[src/rtl/uart_pkg.sv]
// Shared types and frame-length constants for the UART transmitter.
// UART_TX_PARITY_EN adds an even-parity bit between the data bits and the stop bit.
package uart_pkg;

    typedef enum logic [2:0] {
        IDLE,
        START,
        DATA,
        PARITY,
        STOP
    } uart_tx_state_t;

`ifdef UART_TX_PARITY_EN
    localparam int unsigned PARITY_BITS = 1;
`else
    localparam int unsigned PARITY_BITS = 0;
`endif

    // Start + stop bits plus the optional parity bit.
    localparam int unsigned OVERHEAD_BITS = 2 + PARITY_BITS;

    function automatic int unsigned frame_cycles(input int unsigned data_w,
                                                 input int unsigned clks_per_bit);
        return (data_w + OVERHEAD_BITS) * clks_per_bit;
    endfunction

endpackage

[src/rtl/uart_bit_timer.sv]
// Bit-period counter: counts 0..CLKS_PER_BIT-1 and flags the last cycle of each bit.
module uart_bit_timer #(
    parameter int unsigned CLKS_PER_BIT = 16
) (
    input  logic clk,
    input  logic rst,
    input  logic restart,
    output logic bit_end
);

    localparam int unsigned CNT_W = $clog2(CLKS_PER_BIT);
    localparam logic [CNT_W-1:0] LAST = CNT_W'(CLKS_PER_BIT - 1);

    logic [CNT_W-1:0] count;

    always_ff @(posedge clk or posedge rst) begin
        if (rst) begin
            count <= '0;
        end else if (restart || count == LAST) begin
            count <= '0;
        end else begin
            count <= count + 1'b1;
        end
    end

    assign bit_end = (count == LAST) && !restart;

endmodule

[src/rtl/uart_tx.sv]
// UART transmitter: valid/ready word in, start + DATA_W bits LSB first + stop out.
// Define UART_TX_PARITY_EN to insert an even-parity bit after the data bits.
module uart_tx
    import uart_pkg::*;
#(
    parameter int unsigned DATA_W       = 8,
    parameter int unsigned CLKS_PER_BIT = 16
) (
    input  logic              clk,
    input  logic              rst,
    input  logic              flush,
    input  logic              tx_valid,
    input  logic [DATA_W-1:0] tx_data,
    output logic              tx_ready,
    output logic              tx_serial,
    output logic              tx_busy,
    output logic              tx_done
);

    localparam int unsigned IDX_W = (DATA_W > 1) ? $clog2(DATA_W) : 1;
    localparam logic [IDX_W-1:0] LAST_IDX = IDX_W'(DATA_W - 1);

    uart_tx_state_t    state;
    logic [DATA_W-1:0] shreg;
    logic [IDX_W-1:0]  idx;
    logic              bit_end;
    logic              accept;
`ifdef UART_TX_PARITY_EN
    logic              parity;
`endif

    assign accept = (state == IDLE) && tx_valid && tx_ready && !flush;

    uart_bit_timer #(
        .CLKS_PER_BIT(CLKS_PER_BIT)
    ) u_bit_timer (
        .clk     (clk),
        .rst     (rst),
        .restart (accept),
        .bit_end (bit_end)
    );

    // tx_serial always carries the bit for the state being entered, so the line is a flop output.
    always_ff @(posedge clk or posedge rst) begin
        if (rst) begin
            state     <= IDLE;
            shreg     <= '0;
            idx       <= '0;
            tx_serial <= 1'b1;
            tx_ready  <= 1'b1;
            tx_busy   <= 1'b0;
            tx_done   <= 1'b0;
`ifdef UART_TX_PARITY_EN
            parity    <= 1'b0;
`endif
        end else begin
            tx_done <= 1'b0;
            if (flush) begin
                state     <= IDLE;
                idx       <= '0;
                tx_serial <= 1'b1;
                tx_ready  <= 1'b1;
                tx_busy   <= 1'b0;
            end else begin
                case (state)
                    IDLE: begin
                        if (accept) begin
                            shreg     <= tx_data;
`ifdef UART_TX_PARITY_EN
                            parity    <= ^tx_data;
`endif
                            idx       <= '0;
                            tx_serial <= 1'b0;
                            tx_ready  <= 1'b0;
                            tx_busy   <= 1'b1;
                            state     <= START;
                        end
                    end
                    START: begin
                        if (bit_end) begin
                            tx_serial <= shreg[0];
                            shreg     <= shreg >> 1;
                            state     <= DATA;
                        end
                    end
                    DATA: begin
                        if (bit_end) begin
                            if (idx == LAST_IDX) begin
`ifdef UART_TX_PARITY_EN
                                tx_serial <= parity;
                                state     <= PARITY;
`else
                                tx_serial <= 1'b1;
                                state     <= STOP;
`endif
                            end else begin
                                idx       <= idx + 1'b1;
                                tx_serial <= shreg[0];
                                shreg     <= shreg >> 1;
                            end
                        end
                    end
                    PARITY: begin
                        if (bit_end) begin
                            tx_serial <= 1'b1;
                            state     <= STOP;
                        end
                    end
                    STOP: begin
                        if (bit_end) begin
                            tx_ready <= 1'b1;
                            tx_busy  <= 1'b0;
                            tx_done  <= 1'b1;
                            state    <= IDLE;
                        end
                    end
                    default: state <= IDLE;
                endcase
            end
        end
    end

endmodule
[config.mk]
export PLATFORM = sky130hd
export DESIGN_NAME = uart_tx
export DESIGN_NICKNAME = d
export VERILOG_FILES = /design/src/rtl/uart_pkg.sv /design/src/rtl/uart_bit_timer.sv /design/src/rtl/uart_tx.sv
export SDC_FILE = /design/constraint.sdc
export NUM_CORES = 1
export LEC_CHECK = 0
export BUFFER_PORTS_ARGS = -buffer_cell sky130_fd_sc_hd__clkbuf_2
export CAP_MARGIN = 20
export CORE_ASPECT_RATIO = 1.2
export CORE_MARGIN = 5
export CORE_UTILIZATION = 41
export DETAILED_ROUTE_END_ITERATION = 8
export HOLD_SLACK_MARGIN = 0.03
export PLACE_DENSITY_LB_ADDON = 0.2
export SLEW_MARGIN = 30
export SYNTH_ARGS = -nofsm -noshare
export SYNTH_HDL_FRONTEND = slang
export SYNTH_SLANG_ARGS = --single-unit
export TNS_END_PERCENT = 20
[constraint.sdc]
create_clock -name clk -period 1.7 [get_ports clk]
set_input_delay 0.34 -clock clk [delete_from_list [all_inputs] [get_ports clk]]
set_output_delay 0.34 -clock clk [all_outputs]
set_load 0.03 [all_outputs]
# After elaboration in Yosys (flattened, before gate mapping)
# Index checks and enable logic that the tools add are counted.
word_totals:
  wordCells: 80
  register_bits: 22
op_classes:
  n_bitwise: 1
  add_sub_neg: 2
  n_mux: 35
  reduce_logical: 17
  n_eq_ne: 17
ops:
  columns: ["op", "n"]
  rows:
  - ["$mux 3", 11]
  - ["$mux 8", 4]
  - ["$pmux 8 s3", 1]
  - ["$ne 3x3->1 const B", 6]
  - ["$pmux 3 s5", 1]
  - ["$mux 1", 13]
  - ["$reduce_and 6->1", 2]
  - ["$reduce_bool 3->1", 3]
  - ["$eq 3x2->1 const B", 2]
  - ["$eq 3x3->1 const B", 2]
  - ["$ne 2x2->1 const B", 3]
  - ["$pmux 3 s2", 1]
  - ["$reduce_and 5->1", 1]
  - ["$reduce_bool 5->1", 1]
  - ["$add 4x1->4 const B", 1]
  - ["$eq 4x4->1 const B", 1]
  - ["$logic_and 1x1->1", 4]
  - ["$mux 4", 1]
  - ["$pmux 1 s2", 2]
  - ["$pmux 1 s4", 1]
  - ["$reduce_and 4->1", 1]
  - ["$add 3x1->3 const B", 1]
  - ["$eq 3x1->1 const B", 1]
  - ["$logic_not 3->1", 1]
  - ["6 further kinds", 7]

# Depth between registers and ports, before layout
# Gate-level depths: netlist of run 1.
depth:
  ltp_word: 9
  depth_mapped: 6
  ltp_nobuf: 6

# Cells and area by module
# A second synthesis of run 1 with hierarchy kept.
unflattened:
  cells_unflattened: 104
  area_unflattened_um2: 1172.4
by_module_without_submodules:
  columns: ["module", "area_per_inst_um2", "instances", "cells_per_inst", "seq_area_each_um2"]
  rows:
  - ["uart_tx", 994.7, 1, 89, 452.9]
  - ["uart_bit_timer", 177.7, 1, 15, 100.1]

# Worst setup path after synthesis of run 1
# OpenSTA, ideal clock, no wires.
synth_timing:
  path_type: "reg2reg"
  from: "register state[1]"
  to: "register shreg[0]"
  path_stages_with_launch: 6
  setup_time_ns: 0.127
  t_arrival_ns: 1.607
  required_ns: 1.573
  slack_ns: -0.035
  period_less_slack_ns: 1.735
  cell_sequence: "dfrtp_1 buf_2 xnor2_1 nor2_1 mux2_2 mux2_1"
synth_between:
  elab_chain_len: 8
synth_lines:
  columns: ["element", "line_no", "text"]
  rows:
  - ["start: declaration", "uart_tx.sv:23", "uart_tx_state_t state;"]
  - ["start signal: assignment", "uart_tx.sv:46", "state <= IDLE;"]
  - ["start signal: assignment", "uart_tx.sv:59", "state <= IDLE;"]
  - ["start signal: assignment", "uart_tx.sv:76", "state <= START;"]
  - ["$logic_not 3->1", "uart_tx.sv:32, uart_tx.sv:65", null]
  - ["$logic_and 1x1->1 (3 in series)", "uart_tx.sv:32", "assign accept = (state == IDLE) && tx_valid && tx_ready && !flush;"]
  - ["$logic_not 1->1", "uart_bit_timer.sv:26", "assign bit_end = (count == LAST) && !restart;"]
  - ["$logic_and 1x1->1", "uart_bit_timer.sv:26", null]
  - ["$ne 2x2->1 (no source line)", null, null]
  - ["$reduce_and 6->1 (no source line)", null, null]
  - ["end signal: assignment", "uart_tx.sv:68", "shreg <= tx_data;"]
  - ["end signal: assignment", "uart_tx.sv:82", "shreg <= shreg >> 1;"]
  - ["end signal: assignment", "uart_tx.sv:99", "shreg <= shreg >> 1;"]
  - ["end: declaration", "uart_tx.sv:24", "logic [DATA_W-1:0] shreg;"]
# Parallel ways exist; a longest one is shown, timed or not.
# A chain may end at the register's enable or synchronous reset.

# Worst setup path in the final report of run 1
layout_timing:
  from: "register state[0]"
  to: "register shreg[2]"
# The elaborated chain is that of the path after synthesis.

==> results.md, run 1 <==
* Floorplan die height at 67.92 um
* DRT Pass-1 Iters at 4
* Req. time, crit path at 1890 ps
* First-pass GRT wire length at 3926 um
* Mapped Area at 1146 um2
* Worst Path Class, Setup: reg -> reg
* Share of cells above drive strength 1 at 38.35%
* RSZ-0062 raised after global routing: yes
* Global route overflow at 0
* Hold depth at 3
* PortBufs at 15
* Crit Reg-Reg Endpoint: shreg[2]
* Crit path capture type: flip-flop
* CTS Root Cell: clkbuf_4
* Ports at 16
* Initial antenna violation count at 0
* Arr. time, crit path at 1870 ps
* Register area at 553.0 um2
* LEAKAGE at 0.6576 nW
* Hold EP: tx_busy
* Total GRT Usage at 12.91%
* Skew final at 10.10 ps
* Final setup fails at 0
* Drt total wl at 2190 um
* Slew Limit Fails at 0
* Period utilization at 98.92%
* Clock Latency Late Sink at 300 ps
* Initial Utilization at 41.94%
* Hold Vio Cnt, Final at 0
* Reg2Reg Depth at 4
* Unique masters post-synth at 35
* Status: complete, no violations
* Worst setup SP type: flip-flop
* CTS Buf Count at 3
* Clock transition at the registers of the reported paths at 120 ps
* Core Box Area at 2733 um2
* Routed len/inst at 13.11 um
* R2R setup slack at 20 ps
* Vias at 852
* Syn Nets at 120
* Tightest Pin Transition at 475.8 ps
* GP Congestion at 0.7433
* Fill count at 254
* Worst r2r src: state[0]
* Die area at 3957 um2
* Initial DRC count at 13
* Yosys warning count at 0
* Dpl hpwl at 1634 um
* Chip width at 58.27 um
* Mean Syn Cell Area at 10.92 um2
* Area after DPL at 1320 um2
* H-tree depth at 1
* Number of global-route vias before repair at 899
* Minimum clock period at 1682 ps
* Final cell count without fillers at 167
* Cell count after synthesis at 105
* Inst Count DP at 160
* Setup TNS Final at 0 ps
* Max Cap Violations at 0
* CTS sink cnt at 22
* Critical-path maximum fanout at 8
* CTS max path bufs at 2
* Row count at 21
* Pwr Density at 1058 nW/um2
* Pin count of the biggest net entering global routing at 13
* Count of state elements after synthesis at 22
* Ant diodes at 0
* Nets at 149
* Post-route cell area at 1404 um2
* Via density at 5.102
* Slew margin rel. at 68.24%
* Drt drc at 0
* Multi-input gate area at 588.1 um2
* Hold_sp: flush
* Seq/Total Area, Yosys at 48.25%
* Maximum vdd ir drop at 632.2 uV
* Hold Crit Class: in -> reg
* Syn-to-layout area delta at 22.49%
* Post-route ant nets at 0
* CTS tree: done
* Max Freq at 594.6 MHz
[placed cells by master, fill, tap and decap left out, drive strengths merged]
cell / count
a21oi: 4
a2bb2oi: 1
mux2i: 3
a31o: 1
a31oi: 2
nor4b: 1
nor2b: 2
nand4: 1
dfstp: 2
nor2: 10
nand2: 9
buf: 13
dfrtp: 20
and2: 1
xnor2: 1
or4: 1
nor3: 3
inv: 2
nor3b: 2
xor2: 2
and3: 2
nand3: 4
dlygate4sd3: 1
o21ai: 5
clkbuf: 19
or4b: 1
nor4: 1
ha: 3
mux2: 16
[what timing repair did]
| item | in CTS | in global routing |
|---|---|---|
| resized for setup | 3 | 5 |
| endpoints found under the setup margin | 8 | 9 |
| buffers inserted | 2 | 0 |
| hold endpoints to repair | 9 | 0 |
| hold buffers | 1 | 0 |
| pin swaps | 1 | 2 |
[layer usage]
metal / wire length [um] / share of wire [%] / track usage [%]
met2: 1055 / 48 / 21.51
met4: 18 / 0.82 / 5.217
met5: 0 / 0 / 0
met1: 988 / 45 / 16.02
met3: 127 / 5.8 / 3.019
[state kept, by name, summed over array words and instances, names as in the netlist]
name,cells
idx,3
shreg,8
state,3
tx_busy,1
tx_done,1
tx_ready,1
tx_serial,1
u_bit_timer.count,4
[power breakdown]
part	internal (mW)	switching (mW)	total, mW
Clock	0.0914	0.149	0.241
Combinational	0.271	0.200	0.471
Sequential	0.679	0.0954	0.774
Total	1.04	0.444	1.49
[synthesized netlist by cell type]
library cell   n  area, um2
a21oi_1        3      15.01
a21oi_2        1      8.760
a2bb2oi_1      1      8.760
a31o_2         1      8.760
a31oi_1        2      12.51
and2_1         1      6.260
and3_1         2      12.51
buf_2          1      5.000
buf_6          1      11.26
clkbuf_1       2      7.510
clkbuf_2       1      5.000
dfrtp_1       20      500.5
dfstp_2        2      52.55
ha_1           3      37.54
inv_1          2      7.510
mux2_1         7      78.83
mux2_2         8      90.09
mux2_4         1      15.01
mux2i_1        3      30.03
nand2_1        9      33.78
nand3_1        4      20.02
nand4_1        1      6.260
nor2_1        10      37.54
nor2b_1        2      12.51
nor3_1         2      10.01
nor3_2         1      10.01
nor3b_1        2      15.01
nor4_1         1      6.260
nor4b_1        1      8.760
o21ai_0        4      20.02
o21ai_1        1      5.000
or4_1          1      7.510
or4b_4         1      13.76
xnor2_1        1      8.760
xor2_1         2      17.52
[area by class of cell]
type / count / share of cell area [%]
inverters: 2 / 0.5348
flip-flops and latches: 22 / 39.39
well taps: 34 / 3.030
clock buffers: 4 / 1.872
repair buffers: 29 / 13.28
multi-input cells: 76 / 41.89
[worst max-delay path, stage by stage, from the launching register on]
cell     delay, ps
dfrtp_1        420
or4b_4         550
nor3_4         160
a21oi_4         90
mux2_1         340
[worst max path at each step]
stage                     slack (ps)            startpoint         to  cells after the start
after floorplan                   30              state[0]   shreg[0]                      5
after global placement           -30  u_bit_timer.count[0]   shreg[1]                      5
after detailed placement        -100  u_bit_timer.count[0]   shreg[2]                      5
after CTS                          1                idx[0]  tx_serial                      6
after global routing             -40              state[0]   shreg[3]                      4
final                             20              state[0]   shreg[2]                      4
[stage by stage]
| stage | power (mW) | worst slack, ps | hold slack [ps] | utilization, % |
|---|---|---|---|---|
| CTS | 1.489 | 1.380 | 345.3 | 50.87 |
| global route | 1.607 | -39.57 | 358.9 | 51.37 |
| finish | 1.485 | 18.32 | 351.3 | 51.37 |
| floorplan | 1.072 | 28.18 | 327.7 | - |
| detailed placement | 1.216 | -95.72 | 356.6 | 48.31 |
| global placement | 1.200 | -26.92 | 358.0 | 48.31 |
[cells by family (layout without fill, tap and decap cells)]
kind of cell / after synthesis / in the layout / share of synthesized area, %
simple gates: 38 / 38 / 17.47
buf+inv: 7 / 35 / 3.166
mux: 19 / 19 / 18.67
fa+ha+maj: 3 / 3 / 3.275
xor+xnor: 3 / 3 / 2.293
flops: 22 / 22 / 48.25
compound gates: 13 / 13 / 6.877
Note: power is estimated with default switching activity, not from simulation.
==> run 2: changes to the inputs <==
Settings changed: CORE_ASPECT_RATIO 1.2 to 0.7.
==> results.md, run 2 (synthesized netlist as in run 1, its figures left out) <==
* Crit path capture type: flip-flop
* Detailed route wirelength on metal2 at 906 um
* Multi-input gate area at 608.1 um2
* Slew Limit Fails at 0
* Die area at 3970 um2
* Drt total wl at 2237 um
* CTS max path bufs at 2
* Clock transition at the registers of the reported paths at 90 ps
* Post-route ant nets at 0
* Slew margin rel. at 73.62%
* Initial antenna violation count at 0
* Global route overflow at 0
* Initial DRC count at 57
* Register area at 553.0 um2
* Share of cells above drive strength 1 at 43.61%
* Worst r2r src: state[2]
* Core Box Area at 2743 um2
* Inst Count DP at 165
* Clock Latency Late Sink at 270 ps
* Nets at 149
* DRT Pass-1 Iters at 4
* Final setup fails at 8
* Chip width at 73.20 um
* Pin count of the biggest net entering global routing at 23
* Worst-path cell chain: or4b_4, nor3_4, a21oi_4, mux2_4
* Initial Utilization at 41.79%
* CTS sink cnt at 22
* First-pass GRT wire length at 4064 um
* Hold Crit Class: in -> async
* Fill count at 243
* Vias at 861
* LEAKAGE at 0.7107 nW
* Minimum clock period at 1739 ps
* GP Congestion at 0.8310
* Arr. time, crit path at 1890 ps
* Ant diodes at 0
* Critical path origin: state[2]
* Worst Path Class, Setup: reg -> reg
* Hold Vio Cnt, Final at 0
* Drt drc at 0
* Dpl hpwl at 1673 um
* Status: finished with violations
* Ports at 16
* Max FFs per register at 8
* Number of global-route vias before repair at 928
* PnR worst setup slack at -38.90 ps
* Met1 Routed Length at 1162 um
* PortBufs at 15
* Routed len/inst at 13.24 um
* Worst Path Buf+Inv at 0
* Skew final at 8.895 ps
* Max stage delay on crit path at 560 ps
* Max Used Layer: met4
* Max Freq at 575.1 MHz
* Cell family with most CP delay: simple AND/OR/NAND/NOR gates
* Most frequent cells in the layout: 20 x dfrtp_1, 15 x clkbuf_2, 14 x buf_4, 9 x nand2_1, 9 x nor2_1
* CTS Root Cell: clkbuf_8
* RSZ-0062 raised after global routing: yes
* Commonest non-fill, non-tap cell in the layout: dfrtp_1
* CP max stage cell: or4b_4
* Pwr Density at 1228 nW/um2
* Total GRT Usage at 13.83%
* Row count at 16
* Wire length on met3 at 145 um
* CTS tree: done
* CTS Buf Count at 3
* Syn-to-layout area delta at 27.84%
* H-tree depth at 1
* Max Cap Violations at 0
* Tightest Pin Transition at 394.8 ps
* Reg with most FFs: shreg
* Failing checks: negative setup slack
* Post-CTS Hold Fix Bufs at 0
* Period utilization at 102.3%
* Req. time, crit path at 1850 ps
* Setup TNS Final at -254.9 ps
* Via density at 5.095
* Top Registers: shreg x8, u_bit_timer.count x4
* Final cell count without fillers at 169
* Critical-path maximum fanout at 8
* Floorplan die height at 54.24 um
* Maximum vdd ir drop at 916.4 uV
* Worst setup SP type: flip-flop
## run 2: cell types whose count changed in the layout (fill, tap and decap cells not counted), sizes merged
cell         previous run  this run
bufinv                  0         1
clkbuf                 19        18
buf                    13        14
dlygate4sd3             1         0
## run 2: tightest hold or removal path, stage by stage
cell      delay (ps)
clkbuf_2          80
inv_1             40
buf_4            280
## run 2: path summary, 6_finish.rpt
check / end / slack, ps / cells after the start
max: shreg[0] / -40 / 4
min: tx_done / 70 / 3
max reg2reg: shreg[0] / -40 / 4
min reg2reg: shreg[6] / 510 / 1
max in group asynchronous: tx_serial / 1330 / 3
min in group clk: state[2] / 380 / 3
## run 2: per-layer routing
| layer | vias up | track usage [%] |
|---|---|---|
| met5 | - | 0 |
| met4 | 0 | 5.215 |
| met3 | 4 | 4.954 |
| met2 | 17 | 20.92 |
| met1 | 413 | 18.22 |
| li1 | 427 | - |
## run 2: final cells by class
type                       instances  area share (%)
clock inverter                     1           2.050
timing repair buffer              29           12.30
clock buffer                       3           2.818
tap                               36           3.074
multi-input combinational         76           41.50
inverter                           2          0.5124
sequential                        22           37.75
## run 2: timing repair
action                                  in CTS  in global routing
resized for setup                            3                  8
endpoints found under the setup margin       8                 12
endpoints found under the hold margin        0                  0
pin swaps                                    0                  2
buffers inserted                             0                  1
## run 2: power by group
part,internal [mW],leakage [nW],total [mW],switching [mW]
clock,0.315,0.0357,0.492,0.177
sequential,0.680,0.275,0.778,0.0982
combinational,0.322,0.400,0.529,0.207
total,1.32,0.711,1.80,0.482
## run 2: through the flow
step | setup slack (ps) | area [um2] | power, mW | utilization, % | hold slack (ps)
after CTS | -0.1424 | 1434 | 1.739 | 52.28 | 79.40
after global placement | -19.86 | 1345 | 1.212 | 49.04 | 369.1
after global routing | -96.08 | 1465 | 1.917 | 53.42 | 95.75
after floorplan | 28.18 | 1149 | 1.072 | - | 327.7
final | -38.90 | 1465 | 1.799 | 53.42 | 74.67
after detailed placement | -97.83 | 1345 | 1.227 | 49.04 | 374.3
